===== config.mk =====
export PLATFORM = sky130hd
export DESIGN_NAME = prog_sequencer_flat
export DESIGN_NICKNAME = d
export VERILOG_FILES = /design/src/rtl/prog_sequencer_pkg.sv /design/src/rtl/prog_sequencer_if.sv /design/src/rtl/prog_sequencer_branch_lut.sv /design/src/rtl/prog_sequencer.sv /design/src/flat_wrapper.sv
export SDC_FILE = /design/constraint.sdc
export NUM_CORES = 1
export LEC_CHECK = 0
export ABC_CLOCK_PERIOD_IN_PS = 4600
export BUFFER_PORTS_ARGS = -buffer_cell sky130_fd_sc_hd__buf_2
export CAP_MARGIN = 15
export CORE_MARGIN = 5
export CORE_UTILIZATION = 50
export CTS_CLUSTER_DIAMETER = 30
export CTS_CLUSTER_SIZE = 14
export DETAILED_ROUTE_END_ITERATION = 10
export GPL_TIMING_DRIVEN = 0
export PLACE_DENSITY = 0.86
export SLEW_MARGIN = 0
export SYNTH_ARGS = -nofsm -noshare
export SYNTH_HDL_FRONTEND = slang
export SYNTH_SLANG_ARGS = --single-unit

===== constraint.sdc =====
create_clock -name CLK -period 4.6 [get_ports CLK]
set_clock_uncertainty 0.05 [all_clocks]
set_input_delay 1.38 -clock CLK [delete_from_list [all_inputs] [get_ports CLK]]
set_output_delay 1.38 -clock CLK [all_outputs]
set_load 0.01 [all_outputs]

===== src/rtl/prog_sequencer_pkg.sv =====
// Shared types and widths for the program sequencer and its branch-target ROM.
package prog_sequencer_pkg;

  localparam int PC_W      = 10;
  localparam int LUT_DEPTH = 32;
  localparam int LUT_IDX_W = $clog2(LUT_DEPTH);
  localparam int CNT_W     = 16;
  localparam int PROG_W    = 2;

  typedef enum logic [1:0] {
    WAIT     = 2'd0,
    RUN      = 2'd1,
    FINISHED = 2'd2
  } seq_state_e;

  typedef logic [PC_W-1:0]      pc_t;
  typedef logic [CNT_W-1:0]     cnt_t;
  typedef logic [LUT_IDX_W-1:0] lut_idx_t;
  typedef logic [PROG_W-1:0]    prog_t;

  function automatic cnt_t sat_inc(input cnt_t v);
    return (v == '1) ? v : v + cnt_t'(1);
  endfunction

endpackage


===== src/rtl/prog_sequencer_if.sv =====
// Bundle between the sequencer and the fetch unit / decode / ALU / bench handshake.
interface prog_sequencer_if;
  import prog_sequencer_pkg::*;

  logic     Start;
  logic     Halt;
  pc_t      PC;
  logic     Branch_req;
  lut_idx_t Lut_idx;
  logic     Flag_we;
  logic     Flag_d;

  logic     Init;
  logic     Branch_en;
  logic     FLAG_OUT;
  pc_t      Target;
  prog_t    ProgState;
  logic     Done;
  logic     Timeout;
  cnt_t     Cycles;
  pc_t      Abort_PC;

  modport master (
    input  Start, Halt, PC, Branch_req, Lut_idx, Flag_we, Flag_d,
    output Init, Branch_en, FLAG_OUT, Target, ProgState, Done, Timeout, Cycles, Abort_PC
  );

  modport slave (
    output Start, Halt, PC, Branch_req, Lut_idx, Flag_we, Flag_d,
    input  Init, Branch_en, FLAG_OUT, Target, ProgState, Done, Timeout, Cycles, Abort_PC
  );

endinterface


===== src/rtl/prog_sequencer_branch_lut.sv =====
// Branch-target ROM: 0-7 program 0, 8-15 program 1, 16-23 program 2, 24-31 shared routines.
module branch_lut
  import prog_sequencer_pkg::*;
(
  input  lut_idx_t idx,
  output pc_t      target
);

  always_comb begin
    target = '0;
    case (idx)
      5'd0:  target = 10'h000;
      5'd1:  target = 10'h010;
      5'd2:  target = 10'h024;
      5'd3:  target = 10'h03A;
      5'd4:  target = 10'h050;
      5'd5:  target = 10'h06C;
      5'd6:  target = 10'h081;
      5'd7:  target = 10'h097;
      5'd8:  target = 10'h0A0;
      5'd9:  target = 10'h0B4;
      5'd10: target = 10'h0C8;
      5'd11: target = 10'h0DC;
      5'd12: target = 10'h0F0;
      5'd13: target = 10'h104;
      5'd14: target = 10'h118;
      5'd15: target = 10'h12C;
      5'd16: target = 10'h200;
      5'd17: target = 10'h214;
      5'd18: target = 10'h228;
      5'd19: target = 10'h23C;
      5'd20: target = 10'h250;
      5'd21: target = 10'h264;
      5'd22: target = 10'h278;
      5'd23: target = 10'h28C;
      5'd24: target = 10'h300;
      5'd25: target = 10'h320;
      5'd26: target = 10'h340;
      5'd27: target = 10'h360;
      5'd28: target = 10'h380;
      5'd29: target = 10'h3A0;
      5'd30: target = 10'h3C0;
      5'd31: target = 10'h3FF;
      default: target = '0;
    endcase
  end

endmodule


===== src/rtl/prog_sequencer.sv =====
// Runs NUM_PROGS programs under a Start/Done handshake, resolves branches and aborts runaways.
// state    | meaning
// WAIT     | fetch frozen, waiting for a Start rising edge
// RUN      | fetch running, cycle counter active, Halt/timeout end the program
// FINISHED | all programs done, only reset leaves
module prog_sequencer
  import prog_sequencer_pkg::*;
#(
  parameter cnt_t MAX_CYCLES = 16'hFFFF,
  parameter int   NUM_PROGS  = 3
) (
  input logic              CLK,
  input logic              Reset_n,
  prog_sequencer_if.master bus
);

  localparam prog_t LAST_PROG = prog_t'(NUM_PROGS - 1);
  localparam cnt_t  TC_VALUE  = MAX_CYCLES - cnt_t'(1);

  seq_state_e state_q, state_d;
  logic       start_q;
  logic       flag_q;
  cnt_t       cycles_q;
  logic       done_q;
  logic       timeout_q;
  pc_t        abort_pc_q;
  prog_t      prog_q;

  logic init, branch_en;
  logic start_rise, timed_out, last_prog;
  logic in_run, run_start, end_halt, end_tmo;

  assign start_rise = bus.Start & ~start_q;
  assign timed_out  = (cycles_q == TC_VALUE);
  assign last_prog  = (prog_q == LAST_PROG);
  assign in_run     = (state_q == RUN);
  assign run_start  = (state_q == WAIT) && start_rise;
  // Halt has priority over a coincident timeout
  assign end_halt   = in_run && bus.Halt;
  assign end_tmo    = in_run && !bus.Halt && timed_out;

  always_ff @(posedge CLK or negedge Reset_n) begin
    if (!Reset_n) state_q <= WAIT;
    else          state_q <= state_d;
  end

  always_comb begin
    state_d = state_q;
    case (state_q)
      WAIT:     if (start_rise) state_d = RUN;
      RUN:      if (bus.Halt || timed_out) state_d = last_prog ? FINISHED : WAIT;
      FINISHED: state_d = FINISHED;
      default:  state_d = WAIT;
    endcase
  end

  always_comb begin
    init      = 1'b1;
    branch_en = 1'b0;
    if (state_q == RUN) begin
      init      = 1'b0;
      branch_en = bus.Branch_req;
    end
  end

  // Resets high so a Start already asserted during reset is not seen as an edge
  always_ff @(posedge CLK or negedge Reset_n) begin
    if (!Reset_n) start_q <= 1'b1;
    else          start_q <= bus.Start;
  end

  always_ff @(posedge CLK or negedge Reset_n) begin
    if (!Reset_n) begin
      flag_q     <= 1'b0;
      cycles_q   <= '0;
      done_q     <= 1'b0;
      timeout_q  <= 1'b0;
      abort_pc_q <= '0;
      prog_q     <= '0;
    end else begin
      done_q <= end_halt || end_tmo;
      if (run_start) begin
        flag_q    <= 1'b0;
        cycles_q  <= '0;
        timeout_q <= 1'b0;
      end else if (in_run) begin
        cycles_q <= sat_inc(cycles_q);
        if (bus.Flag_we) flag_q <= bus.Flag_d;
      end
      if (end_halt) timeout_q <= 1'b0;
      if (end_tmo) begin
        timeout_q  <= 1'b1;
        abort_pc_q <= bus.PC;
      end
      if ((end_halt || end_tmo) && !last_prog) prog_q <= prog_q + prog_t'(1);
    end
  end

  branch_lut u_branch_lut (
    .idx    (bus.Lut_idx),
    .target (bus.Target)
  );

  assign bus.Init      = init;
  assign bus.Branch_en = branch_en;
  assign bus.FLAG_OUT  = flag_q;
  assign bus.ProgState = prog_q;
  assign bus.Done      = done_q;
  assign bus.Timeout   = timeout_q;
  assign bus.Cycles    = cycles_q;
  assign bus.Abort_PC  = abort_pc_q;

endmodule


===== src/flat_wrapper.sv =====
// flat-port wrapper written by rule: the top's interface ports become plain ports
module prog_sequencer_flat import prog_sequencer_pkg::*;
#(
  parameter cnt_t MAX_CYCLES = 16'hFFFF,
  parameter int   NUM_PROGS  = 3
)
  (CLK, Reset_n, bus_Start, bus_Halt, bus_PC, bus_Branch_req, bus_Lut_idx, bus_Flag_we, bus_Flag_d, bus_Init, bus_Branch_en, bus_FLAG_OUT, bus_Target, bus_ProgState, bus_Done, bus_Timeout, bus_Cycles, bus_Abort_PC);
  prog_sequencer_if bus_i ();
  input logic CLK;
  input logic Reset_n;
  input wire logic [$bits(bus_i.Start)-1:0] bus_Start;
  input wire logic [$bits(bus_i.Halt)-1:0] bus_Halt;
  input wire logic [$bits(bus_i.PC)-1:0] bus_PC;
  input wire logic [$bits(bus_i.Branch_req)-1:0] bus_Branch_req;
  input wire logic [$bits(bus_i.Lut_idx)-1:0] bus_Lut_idx;
  input wire logic [$bits(bus_i.Flag_we)-1:0] bus_Flag_we;
  input wire logic [$bits(bus_i.Flag_d)-1:0] bus_Flag_d;
  output wire logic [$bits(bus_i.Init)-1:0] bus_Init;
  output wire logic [$bits(bus_i.Branch_en)-1:0] bus_Branch_en;
  output wire logic [$bits(bus_i.FLAG_OUT)-1:0] bus_FLAG_OUT;
  output wire logic [$bits(bus_i.Target)-1:0] bus_Target;
  output wire logic [$bits(bus_i.ProgState)-1:0] bus_ProgState;
  output wire logic [$bits(bus_i.Done)-1:0] bus_Done;
  output wire logic [$bits(bus_i.Timeout)-1:0] bus_Timeout;
  output wire logic [$bits(bus_i.Cycles)-1:0] bus_Cycles;
  output wire logic [$bits(bus_i.Abort_PC)-1:0] bus_Abort_PC;
  assign bus_i.Start = bus_Start;
  assign bus_i.Halt = bus_Halt;
  assign bus_i.PC = bus_PC;
  assign bus_i.Branch_req = bus_Branch_req;
  assign bus_i.Lut_idx = bus_Lut_idx;
  assign bus_i.Flag_we = bus_Flag_we;
  assign bus_i.Flag_d = bus_Flag_d;
  assign bus_Init = bus_i.Init;
  assign bus_Branch_en = bus_i.Branch_en;
  assign bus_FLAG_OUT = bus_i.FLAG_OUT;
  assign bus_Target = bus_i.Target;
  assign bus_ProgState = bus_i.ProgState;
  assign bus_Done = bus_i.Done;
  assign bus_Timeout = bus_i.Timeout;
  assign bus_Cycles = bus_i.Cycles;
  assign bus_Abort_PC = bus_i.Abort_PC;
  prog_sequencer #(.MAX_CYCLES(MAX_CYCLES), .NUM_PROGS(NUM_PROGS)) u_core (.CLK(CLK), .Reset_n(Reset_n), .bus(bus_i));
endmodule

==> results.sh, run 1 <==
export IMPL_status="finished, final reports clean"
export IMPL_routedWlPerCell_microns=15.6
export IMPL_postCtsResizedCells=0
export IMPL_arrival_ps=2700
export IMPL_worstMarginPinSlew_ps=794
export IMPL_syn_area_sq_um=2140
export IMPL_ys_warn_count=0
export IMPL_hold_buffers=0
export IMPL_ir_drop_v=0.000139
export IMPL_max_clock_path_buffers=2
export IMPL_mostFrequentLayoutCell="buf_2"
export IMPL_design_die_area_sq_um=5680
export IMPL_post_route_period_util_pct=89.7
export IMPL_whs_ps=453
export IMPL_p_leak_nw=1.32
export IMPL_crit_fanout=7
export IMPL_route_detailed_drc=0
export IMPL_hold_class="reg2reg"
export IMPL_p_per_area_nw_per_um2=317
export IMPL_io_buffers=62
export IMPL_drive_above_1_share_pct=32.0
export IMPL_vias=2004
export IMPL_track_usage_pct=19.1
export IMPL_critical_path_required_ps=3170
export IMPL_grt_start_max_net_pins=35
export IMPL_cts_tree="yes"
export IMPL_first_iter_violations=136
export IMPL_min_from="u_core.bus.Abort_PC[9]"
export IMPL_globalplace_congestion=0.849
export IMPL_antenna_found_initial=0
export IMPL_p_total_w=0.000832
export IMPL_synth_fp_nets=253
export IMPL_synth_ff_type="dfrtp_1"
export IMPL_n_fill_cell=336
export IMPL_layout_nets=323
export IMPL_syn2layout_area_growth_pct=22.8
export IMPL_final_setup_viol_count=0
export IMPL_core_area_sq_um=4090
export IMPL_async_reset_ff_share_pct=100
export IMPL_fmax_mhz=242
export IMPL_viasPerCell=5.83
export IMPL_slew_viol_final=0
export IMPL_io_pins=65
export IMPL_hold_viol_final=0
export IMPL_seq_area_frac_synth_pct=39.8
export IMPL_antenna_cells=0
export IMPL_syn_inst=223
export IMPL_start_util_pct=52.3
export IMPL_fin_crit_ps=4130
export IMPL_fp_row_count=23
export IMPL_crit_path_start="bus_Lut_idx[0]"
export IMPL_wl_microns=5380
export IMPL_die_w_microns=75.4
export IMPL_relSlewSlack_pct=46.3
export IMPL_clkTransAtPathRegs_ps=70
export IMPL_mostFrequentLayoutCells="buf_2 (64), dfrtp_1 (33), nand2_1 (23)"
export IMPL_clkLatencyLatePin_ps=290
export IMPL_yosysUniqueCellTypes=53
export IMPL_gr_total_overflow=0
export IMPL_post_cts_buffers=0
export IMPL_grt_pass1_vias=1905
export IMPL_startpoint_type="input pin"
export IMPL_synth_edf_count=0
export IMPL_drt_pass1_iter_count=4
export IMPL_ys_ff_latch=34
export IMPL_htree_levels=2
export IMPL_place_hpwl_microns=3960
export IMPL_cts_buffers=5
export IMPL_rsz0062_at_grt="false"
export IMPL_crit_type="in2out"
export IMPL_r2r_start="u_core.state_q[0]"
export IMPL_endpoint_kind="output port"
export IMPL_max_cap_violations=0
export IMPL_die_h_microns=75.4
export IMPL_avgSynthCellArea_sq_um=9.59
export IMPL_root_buffer="clkbuf_8"
export IMPL_clkSinkCount=34
export IMPL_drtAntennaViolNets=0
export IMPL_grt_pass1_wl_microns=8480
export IMPL_tns_ps=0
kinds of logic (layout without fill, tap and decap cells):
group / count (synthesis) / after routing / share of synthesized area [%]
AND/OR/NAND/NOR: 90 / 90 / 23.3
AO/OA/AOI/OAI: 48 / 48 / 15.3
flip-flops: 34 / 34 / 39.8
buffers and inverters: 22 / 93 / 4.62
multiplexers: 21 / 21 / 12.2
adder cells (fa/ha/maj): 8 / 8 / 4.68
report_power, final:
| part | internal (W) | switching [W] |
|---|---|---|
| Clock | 0.000159 | 0.000108 |
| Sequential | 0.000328 | 0.0000294 |
| Combinational | 0.0000848 | 0.000122 |
routing by layer:
metal  wire (microns)  track usage, %  up-vias  part of all wire, %
met5                0               0        -                    0
li1                 -               -      965                    -
met3              393            4.35        7                  7.3
met2             2580            31.9       78                   48
met4               78            7.18        0                  1.5
met1             2320            24.1      954                   43
worst max-delay path, cell delays in order:
cell and delay (ps):
buf_2 150, inv_1 110, ha_1 330, nor2b_1 140
a211o_1 270, a31oi_1 160, buf_2 150
final timing paths:
check	slack, ps	cells after the start	endpoint
max in group asynchronous	2950	1	u_core.bus.Cycles[13]
max	470	7	bus_Target[4]
max reg2reg	2490	5	u_core.bus.Cycles[11]
min reg2reg	450	1	u_core.bus.Abort_PC[9]
min in group asynchronous	1090	1	u_core.bus.FLAG_OUT
min	450	1	u_core.bus.Abort_PC[9]
area by class of cell:
| cell class | count | area (sq um) | area share, % |
|---|---|---|---|
| Sequential cell | 34 | 852 | 32.5 |
| Multi-Input combinational cell | 167 | 1190 | 45.2 |
| Clock inverter | 3 | 40.0 | 1.53 |
| Tap cell | 50 | 62.6 | 2.38 |
| Clock buffer | 5 | 68.8 | 2.62 |
| Buffer | 14 | 68.8 | 2.62 |
| Inverter | 8 | 30.0 | 1.14 |
| Timing Repair Buffer | 63 | 315 | 12.0 |
cells in the mapped netlist (3+ instances only):
cell type,count,share of area (%)
nor3_1,6,1.4
ha_1,8,4.7
o21ai_0,8,1.9
nand2_1,23,4.0
inv_1,8,1.4
o41ai_1,3,1.2
nor2b_1,5,1.5
nand4_1,5,1.5
o211ai_1,3,1.1
nand2b_1,4,1.2
nand3_1,11,2.6
and3_1,3,0.88
a21oi_1,10,2.3
dfrtp_1,33,39
nor2_1,13,2.3
a31oi_1,3,0.88
or4_1,3,1.1
mux2i_1,10,4.7
o31ai_1,4,1.4
clkbuf_1,10,1.8
mux2_4,10,7.0
through the flow:
stage          util [%]  worst slack (ps)  instances  cell area, sq um
6_report           64.2               474        344              2630
3_5_place_dp       61.6               500        336              2520
3_3_place_gp       61.5               505        335              2510
4_1_cts            64.2               484        344              2630
2_1_floorplan         -               796        223              2140
5_1_grt            64.2               371        344              2630
registers in the layout (all words and copies together) (netlist names):
| signal | flops |
|---|---|
| u_core.state_q | 2 |
| u_core.bus.FLAG_OUT | 1 |
| u_core.start_q | 1 |
| u_core.bus.Cycles | 16 |
| u_core.bus.ProgState | 2 |
| u_core.bus.Timeout | 1 |
| u_core.bus.Done | 1 |
| u_core.bus.Abort_PC | 10 |
No activity file was read; power rests on OpenSTA's default activity.
==> run 2, diff against run 1 <==
--- a/config.mk
+++ b/config.mk
@@ -14,6 +14,7 @@
 export CTS_CLUSTER_SIZE = 14
 export DETAILED_ROUTE_END_ITERATION = 10
 export GPL_TIMING_DRIVEN = 0
+export MAX_ROUTING_LAYER = met4
 export PLACE_DENSITY = 0.86
 export SLEW_MARGIN = 0
 export SYNTH_ARGS = -nofsm -noshare
==> run 2 against run 1 <==
Via count fell by 0.55%. Non-clock buffer count did not move. Maximum frequency barely moved. Register-to-register slack barely moved. Clock power barely moved. Sequential power barely moved. Utilization did not move. Final area did not move.
==> results.sh, run 2 (synthesis results as in run 1) <==
export IMPL_antenna_found_initial=0
export IMPL_io_buffers=62
export IMPL_endpoint_kind="output port"
export IMPL_viasPerCell=5.79
export IMPL_r2r_slack_ps=2490
export IMPL_endpoint="bus_Target[4]"
export IMPL_grt_start_max_net_pins=35
export IMPL_rsz0062_at_grt="false"
export IMPL_grt_pass1_wl_microns=8490
export IMPL_startpoint_type="input pin"
export IMPL_gr_total_overflow=0
export IMPL_drt_pass1_iter_count=4
export IMPL_die_w_microns=75.4
export IMPL_cts_tree="yes"
export IMPL_relSlewSlack_pct=46.3
export IMPL_io_pins=65
export IMPL_htree_levels=2
export IMPL_hold_viol_final=0
export IMPL_layout_nets=323
export IMPL_slew_viol_final=0
export IMPL_route_detailed_drc=0
export IMPL_status="finished, final reports clean"
export IMPL_path_depth=7
export IMPL_start_util_pct=52.3
export IMPL_first_iter_violations=148
export IMPL_clkSinkCount=34
export IMPL_drtAntennaViolNets=0
export IMPL_postCtsResizedCells=0
export IMPL_dp_cells=336
export IMPL_place_hpwl_microns=3960
export IMPL_clkLatencyLatePin_ps=290
export IMPL_syn2layout_area_growth_pct=22.8
export IMPL_final_cell_count_no_fill=344
export IMPL_hold_class="reg2reg"
export IMPL_ir_drop_v=0.000139
export IMPL_cp_slowest_cell="ha_1"
export IMPL_hold_buffers=0
export IMPL_p_leak_nw=1.32
export IMPL_largest_reg_flops=16
export IMPL_routedWlPerCell_microns=15.7
export IMPL_max_clock_path_buffers=2
export IMPL_grt_pass1_vias=1905
export IMPL_design_die_area_sq_um=5680
export IMPL_fin_crit_ps=4120
export IMPL_cp_num_buf_inv=3
export IMPL_fp_row_count=23
export IMPL_r2r_start="u_core.state_q[0]"
export IMPL_track_usage_pct=19.7
export IMPL_root_buffer="clkbuf_8"
export IMPL_fmax_mhz=242
export IMPL_critPathTopFamily="compound AO/OA/AOI/OAI gates"
export IMPL_arrival_ps=2690
export IMPL_vias=1993
export IMPL_crit_path_start="bus_Lut_idx[0]"
export IMPL_crit_chain="buf_2, inv_1, ha_1, nor2b_1, a211o_1, a31oi_1, buf_2"
export IMPL_worstMarginPinSlew_ps=794
export IMPL_crit_type="in2out"
export IMPL_met1_usage_pct=24.1
export IMPL_die_h_microns=75.4
export IMPL_max_cap_violations=0
export IMPL_p_per_area_nw_per_um2=317
export IMPL_reg2reg_to="u_core.bus.Cycles[5]"
export IMPL_crit_top_cell="buf_2"
export IMPL_crit_fanout=7
export IMPL_core_area_sq_um=4090
export IMPL_max_stage_delay_ps=330
export IMPL_globalplace_congestion=0.863
export IMPL_mostFrequentLayoutCell="buf_2"
export IMPL_critical_path_required_ps=3170
export IMPL_clkTransAtPathRegs_ps=70
export IMPL_antenna_cells=0
export IMPL_met2_usage_pct=31.9
export IMPL_post_cts_buffers=0
export IMPL_final_setup_viol_count=0
export IMPL_post_route_period_util_pct=89.7
export IMPL_busiest_layer="met2"
export IMPL_met3_usage_pct=4.35
export IMPL_mostFrequentLayoutCells="buf_2 (64), dfrtp_1 (33), nand2_1 (23)"
export IMPL_wl_microns=5390
export IMPL_reg2regPathDepth=5
export IMPL_tns_ps=0
export IMPL_cts_buffers=5
export IMPL_drive_above_1_share_pct=32.0
run 2: layer usage:
| metal | up-vias | wire, microns |
|---|---|---|
| li1 | 962 | - |
| met1 | 938 | 2300 |
| met2 | 86 | 2550 |
| met3 | 7 | 453 |
| met4 | 0 | 78 |
| met5 | - | 0 |
run 2: stage by stage:
step	setup slack [ps]	cell area [sq um]	util, %	hold slack, ps	total power (W)
2_1_floorplan	796	2140	-	455	0.000484
3_3_place_gp	505	2510	61.5	434	0.000561
3_5_place_dp	500	2520	61.6	438	0.000570
4_1_cts	484	2630	64.2	455	0.000838
5_1_grt	371	2630	64.2	468	0.000880
6_report	476	2630	64.2	453	0.000833
run 2: layout make-up:
| class | instances | area, sq um |
|---|---|---|
| buffer | 14 | 68.8 |
| timing repair buffer | 63 | 315 |
| tap | 50 | 62.6 |
| clock buffer | 5 | 68.8 |
| fill | 336 | 1460 |
| sequential | 34 | 852 |
| clock inverter | 3 | 40.0 |
| multi-input combinational | 167 | 1190 |
| inverter | 8 | 30.0 |
run 2: report_power, final:
group	internal, W	switching, W	total (W)
Combinational	0.0000848	0.000122	0.000207
Clock	0.000159	0.000109	0.000268
Sequential	0.000328	0.0000295	0.000358
run 2: how the worst min path moves through the flow:
| stage | to | slack, ps | startpoint | cells past startpoint |
|---|---|---|---|---|
| after floorplan | u_core.state_q[1] | 450 | u_core.state_q[1] | 2 |
| after global placement | u_core.bus.Abort_PC[0] | 430 | u_core.bus.Abort_PC[0] | 1 |
| after detailed placement | u_core.bus.Abort_PC[9] | 440 | u_core.bus.Abort_PC[9] | 1 |
| after CTS | u_core.bus.Abort_PC[9] | 450 | u_core.bus.Abort_PC[9] | 1 |
| after global routing | u_core.bus.Abort_PC[0] | 470 | u_core.bus.Abort_PC[0] | 1 |
| final | u_core.bus.Abort_PC[9] | 450 | u_core.bus.Abort_PC[9] | 1 |
run 2: worst register-to-register path, cell delays in order (launching register included):
cell	delay (ps)
dfrtp_1	430
or4b_2	670
clkbuf_1	260
clkbuf_1	310
nand4_1	180
nand3b_1	100
